### config.mk
export PLATFORM = sky130hd
export DESIGN_NAME = vlane_shifter_pipe
export DESIGN_NICKNAME = d
export VERILOG_FILES = /design/src/rtl/vlane_shifter_pipe.sv
export SDC_FILE = /design/constraint.sdc
export NUM_CORES = 1
export LEC_CHECK = 0
export ABC_AREA = 0
export CAP_MARGIN = 5
export CORE_MARGIN = 2
export CORE_UTILIZATION = 53
export CTS_CLUSTER_SIZE = 40
export DETAILED_ROUTE_END_ITERATION = 8
export GPL_TIMING_DRIVEN = 0
export MAX_ROUTING_LAYER = met4
export PLACE_DENSITY = 0.78
export SLEW_MARGIN = 20
export SYNTH_ARGS = -nofsm -noshare
export SYNTH_HDL_FRONTEND = slang
export SYNTH_SLANG_ARGS = --single-unit
### constraint.sdc
create_clock -name clk -period 1.88 [get_ports clk]
set_clock_uncertainty 0.2 [all_clocks]
set_input_delay 0.188 -clock clk [delete_from_list [all_inputs] [get_ports clk]]
set_output_delay 0.188 -clock clk [all_outputs]
set_load 0.02 [all_outputs]
### src/rtl/vlane_shifter_pipe.sv
// Purpose: pipelined barrel shifter (SLL/SRL/SRA/ROL/ROR), shift split across STAGES registered stages.
// Latency: exactly STAGES enabled cycles from operand acceptance to result/out_valid.
// Backpressure: en=0 freezes every stage register; squash clears all valid bits regardless of en.
//
// Ports:
//   clk, resetn        clock, asynchronous active-low reset
//   en, squash         pipeline advance, synchronous valid clear
//   in_valid, opB, sa, op   operand, shift amount, operation code
//   out_valid, result  final-stage valid bit and data register
module vlane_shifter_pipe #(
    parameter int WIDTH     = 32,
    parameter int LOG2WIDTH = 5,
    parameter int STAGES    = 2
) (
    input  logic                 clk,
    input  logic                 resetn,
    input  logic                 en,
    input  logic                 squash,
    input  logic                 in_valid,
    input  logic [WIDTH-1:0]     opB,
    input  logic [LOG2WIDTH-1:0] sa,
    input  logic [2:0]           op,
    output logic                 out_valid,
    output logic [WIDTH-1:0]     result
);

    // Shift-amount bits consumed per stage, most significant bits first.
    localparam int B = (LOG2WIDTH + STAGES - 1) / STAGES;

    localparam logic [2:0] OP_SRL = 3'b001;
    localparam logic [2:0] OP_SRA = 3'b011;
    localparam logic [2:0] OP_ROL = 3'b100;
    localparam logic [2:0] OP_ROR = 3'b101;

    // Select the sa bits handled by stage s. Trailing stages can own an empty
    // range; their mask is zero so they simply pass data through.
    function automatic logic [LOG2WIDTH-1:0] stage_mask(input int s);
        logic [LOG2WIDTH-1:0] m;
        int hi;
        int lo;
        hi = LOG2WIDTH - 1 - s * B;
        lo = LOG2WIDTH - (s + 1) * B;
        if (lo < 0) lo = 0;
        for (int i = 0; i < LOG2WIDTH; i++) begin
            m[i] = (i <= hi) && (i >= lo);
        end
        return m;
    endfunction

    // One partial shift. SRA fills from the carried original sign bit rather
    // than the current MSB so partial stages compose into a single-step SRA.
    function automatic logic [WIDTH-1:0] shift_step(
        input logic [WIDTH-1:0]     d,
        input logic [LOG2WIDTH-1:0] amt,
        input logic [2:0]           code,
        input logic                 sign
    );
        logic [2*WIDTH-1:0] wide;
        logic [WIDTH-1:0]   r;
        case (code)
            OP_SRL: r = d >> amt;
            OP_SRA: begin
                wide = {{WIDTH{sign}}, d} >> amt;
                r    = wide[WIDTH-1:0];
            end
            OP_ROL: begin
                wide = {d, d} << amt;
                r    = wide[2*WIDTH-1:WIDTH];
            end
            OP_ROR: begin
                wide = {d, d} >> amt;
                r    = wide[WIDTH-1:0];
            end
            default: r = d << amt;
        endcase
        return r;
    endfunction

    // Stage registers.
    logic [WIDTH-1:0]     dat_q  [STAGES];
    logic [LOG2WIDTH-1:0] sa_q   [STAGES];
    logic [2:0]           op_q   [STAGES];
    logic                 sign_q [STAGES];
    logic                 vld_q  [STAGES];

    // Per-stage inputs: ports for stage 0, previous stage registers otherwise.
    logic [WIDTH-1:0]     in_dat  [STAGES];
    logic [LOG2WIDTH-1:0] in_sa   [STAGES];
    logic [2:0]           in_op   [STAGES];
    logic                 in_sign [STAGES];
    logic                 in_vld  [STAGES];
    logic [WIDTH-1:0]     nxt_dat [STAGES];

    always_comb begin
        in_dat[0]  = opB;
        in_sa[0]   = sa;
        in_op[0]   = op;
        in_sign[0] = opB[WIDTH-1];
        in_vld[0]  = in_valid;
        for (int s = 1; s < STAGES; s++) begin
            in_dat[s]  = dat_q[s-1];
            in_sa[s]   = sa_q[s-1];
            in_op[s]   = op_q[s-1];
            in_sign[s] = sign_q[s-1];
            in_vld[s]  = vld_q[s-1];
        end
        for (int s = 0; s < STAGES; s++) begin
            nxt_dat[s] = shift_step(in_dat[s], in_sa[s] & stage_mask(s), in_op[s], in_sign[s]);
        end
    end

    always_ff @(posedge clk or negedge resetn) begin
        if (!resetn) begin
            for (int s = 0; s < STAGES; s++) begin
                dat_q[s]  <= '0;
                sa_q[s]   <= '0;
                op_q[s]   <= '0;
                sign_q[s] <= 1'b0;
                vld_q[s]  <= 1'b0;
            end
        end else begin
            for (int s = 0; s < STAGES; s++) begin
                // squash wins over en so a stalled pipe can still be flushed.
                if (squash) begin
                    vld_q[s] <= 1'b0;
                end else if (en) begin
                    vld_q[s] <= in_vld[s];
                end
                if (en) begin
                    dat_q[s]  <= nxt_dat[s];
                    sa_q[s]   <= in_sa[s] & ~stage_mask(s);
                    op_q[s]   <= in_op[s];
                    sign_q[s] <= in_sign[s];
                end
            end
        end
    end

    assign out_valid = vld_q[STAGES-1];
    assign result    = dat_q[STAGES-1];

endmodule

==> results.md <==
STA:
- The final hold violation count is 0.
- Setup repair after global routing could not meet its margin everywhere.
- The share of the clock period used by the worst path is 104%.
- The remaining max-slew budget at the tightest pin is 46.3%.
- The count of final max-slew check failures is 0.
- At the pin with the least slew margin, the transition time is 0.806 ns.
- The final worst slack is -0.0769 ns.
- Setup violations remaining at the end of the flow were counted as 11.
- The shortest clock period the worst path allows after layout is 1.96 ns.
- Static timing analysis puts the maximum clock frequency at 511 MHz.

Power:
- The analysis attributes to cell leakage a power of 0.00440 uW.
- The power spent charging and discharging nets is 3010 uW.
- For this design the ratio of total power to cell area is 742 mW/mm^2.
- The internal portion of the total power is 4630 uW.
- The sequential power share is 28.2%.
- Overall power consumption after layout is estimated at 7650 uW.
- The clock network burns 23.4% of the power.
- The maximum ir drop on the vdd rail is 0.441 mV.
- Combinational logic is responsible for 48.5% of the overall power.
- Of the total power, the share spent switching nets is 39.4%.

Worst hold path:
- The class of the tightest hold or removal check is primary input to asynchronous set/reset pin.

Synthesis:
- The share of flip-flops with an asynchronous set or reset after synthesis is 100%.
- The primary flip-flop cell chosen by synthesis mapping is dfrtp_1.
- The number of synthesized flops with an enable pin is 0.
- Summing the sequential cell areas from Yosys gives 23.1% of the chip area.
- The mean instance size in the synthesized netlist is 8.82 um^2.
- The count of state elements after synthesis is 72.
- The synthesized netlist net count is 930.
- The number of distinct standard cells referenced by the synthesized netlist is 79.
- The synthesis warning total is 0.
- The synthesized netlist occupies a cell area of 0.00780 mm^2.
- The gate count of the mapped netlist is 885.

Drt:
- After detailed routing, the average wire length per cell comes to 28.2 um.
- The wire length reported by the detailed router is 33.7 mm.
- After detailed routing, the number of remaining DRC violations is 0.
- The initial detailed-routing violation count is 1564.
- The via count is 8556.
- The number of iterations in the first detailed-routing pass is 6.
- The count of nets left with antenna violations after detail routing is 0.
- The number of vias per cell is 7.16.

Floorplan:
- The horizontal die dimension is 125 um.
- The area of the placeable core is 0.0145 mm^2.
- 78 I/O pins were placed.
- The initial utilization of the core area, before any placement, comes to 53.9%.
- The site row count is 44.
- The area of the die is 0.0157 mm^2.
- The floorplan step set the die height to 125 um.

Critical path:
- In this run the critical register-to-register path is captured at result[29].
- For flop-to-flop paths, the worst setup slack is -0.08 ns.
- The peak fanout along the critical path is 10.
- STA classifies the critical path endpoint as a flop.
- The worst path required time is 1.98 ns.
- The worst register-to-register path begins at in_sa[1].
- The arrival time of data at the critical path endpoint is 2.06 ns.
- The critical path in this run is classified as flop to flop.
- The category of the worst setup path launch point is a flop.
- The worst register-to-register path has a depth of 7.

Run:
- The reported max-cap violation count is 0.

GRT:
- The number of antenna violations at the first check in global routing is 0.
- The wire length of the first global-routing pass is 49.3 mm.
- The pin count of the biggest net entering global routing is 49.
- The global route total overflow is 0.
- Global routing consumed, over all layers together, 42.4% of the routing resources.
- The via count of the first global-routing pass is 8110.

Clock tree:
- The clock slew at the register clock pins of the worst setup and hold paths is 0.07 ns.
- The maximum clock path buffer count is 2.
- TritonCTS built the clock tree.
- Buffers inserted during clock tree synthesis total 9.
- The later pin in the worst-skew pair is clocked with a latency of 0.36 ns.
- The clock drives 72 sinks.
- The H-tree was split into 3 levels.
- The root buffer cell is clkbuf_16.

Place:
- The placed wire-length estimate after detailed placement is 24.4 mm.
- In this run, placement finished with an instance count of 1144.
- In this run the tool buffered the top-level ports with 74 buffer cells.
- The final estimated routing congestion in global placement is 1.09.

Outcome:
- The run finished, with violations left.
- The checks that failed: setup timing.

Layout:
- The number of antenna diodes in the final layout is 0.
- After the last flow step, the layout net total stands at 1051.
- From synthesis to final layout, the design area changed by 32.1%.
- The fraction of layout cells with a size suffix above 1 is 34.9%.
- The non-filler instance count after layout is 1195.
worst max-delay path, stage by stage, from the launching register on:
cell	delay, ns
dfrtp_2	0.47
buf_12	0.17
buf_12	0.14
buf_6	0.15
a21oi_2	0.17
nand2_1	0.12
a31oi_4	0.29
mux2_4	0.19
worst max-delay path by stage:
| stage | start | slack (ns) | cells past startpoint | to |
|---|---|---|---|---|
| finish | in_sa[1] | -0.08 | 7 | result[29] |
| global route | in_sa[1] | -0.08 | 7 | result[29] |
| detailed placement | op[2] | -0.98 | 6 | dat_q[51] |
| floorplan | in_sa[1] | 0.03 | 6 | result[21] |
| global placement | resetn | -1.97 | 1 | out_valid |
| CTS | in_sa[1] | -0.02 | 7 | result[4] |
area by class of cell:
class / instances / area [um^2]
multi-input combinational: 671 / 5720
fill: 1122 / 4170
tap: 184 / 230
sequential: 72 / 1810
clock inverter: 7 / 77.6
timing repair buffer: 111 / 1110
clock buffer: 9 / 225
buffer: 118 / 1050
inverter: 23 / 87.6
layer usage:
layer	part of all wire [%]	vias to the layer above	wire [um]	track usage (%)
met5	0	-	0	-
met4	8.2	0	2780	25.6
met3	10	221	3410	7.83
met2	46	745	15500	66.9
met1	36	4016	12100	50.6
li1	-	3574	-	-
Yosys cell counts, drive strengths merged (22+ instances only):
library cell   n  area (um^2)
mux2i         73          731
a21o          27          203
o21ai         41          205
clkbuf        31          120
inv           22         82.6
nor2          94          355
mux2          32          372
a211oi        47          363
a21oi         54          270
dfrtp         72         1800
mux4          41          923
nor3          26          135
buf           88          632
nand2         66          248
power groups by stage:
stage / clock [uW] / sequential, uW / combinational, uW
after global placement: 0 / 2110 / 3070
after CTS: 1780 / 2100 / 3250
after detailed placement: 0 / 2120 / 3080
after global routing: 1850 / 2180 / 3880
after floorplan: 0 / 2000 / 2070
final: 1790 / 2150 / 3710
metrics by stage:
step | utilization (%) | setup TNS [ns] | area, um^2 | worst slack [ns] | hold slack, ns
finish | 71.2 | -0.250 | 10300 | -0.0769 | 0.0842
global route | 71.2 | -0.939 | 10300 | -0.0812 | 0.129
CTS | 66.0 | -0.0389 | 9560 | -0.0210 | 0.0988
detailed placement | 60.8 | -35.45 | 8800 | -0.976 | -0.0781
global placement | 60.6 | -177.43 | 8780 | -1.97 | 0.263
floorplan | - | 0 | 7800 | 0.0252 | -0.308
logic make-up (layout without fill, tap and decap cells):
group,count (synthesis),after routing,synth area share [%]
buffers and inverters,142,268,10.7
multiplexers,146,146,26.0
AND/OR/NAND/NOR,242,242,14.4
AO/OA/AOI/OAI,283,283,25.8
flip-flops,72,72,23.1
state kept, by name, summed over array words and instances (netlist names):
register and flops:
in_vld 1, out_valid 1, in_sign 1, result 32
dat_q 32, in_sa 2, in_op 3
layout by cell type (no fill, tap or decap), types with 11 or more instances in the layout:
| cell type | n |
|---|---|
| clkbuf_2 | 13 |
| mux2_2 | 25 |
| a211oi_1 | 29 |
| buf_6 | 19 |
| a21o_1 | 27 |
| a211oi_2 | 17 |
| clkdlybuf4s50_1 | 48 |
| nor2_1 | 78 |
| nor3_1 | 20 |
| mux2i_1 | 50 |
| o21ai_0 | 31 |
| nor2_2 | 14 |
| dfrtp_1 | 67 |
| clkbuf_16 | 12 |
| a21oi_1 | 48 |
| buf_12 | 11 |
| o211ai_1 | 13 |
| inv_1 | 22 |
| buf_4 | 79 |
| nand2_1 | 65 |
| mux4_2 | 41 |
| nand3_1 | 11 |
| a31oi_1 | 13 |
| mux2i_2 | 15 |
| dlymetal6s2s_1 | 13 |
what timing repair did:
action | in CTS | in global routing
gates cloned | 1 | 4
gates resized for setup | 121 | 166
endpoints found under the setup margin | 66 | 62
hold endpoints to repair | 72 | 0
setup buffers | 15 | 15
pin swaps | 8 | 21
hold buffers | 1 | 0
(Power assumes the default switching activity.)
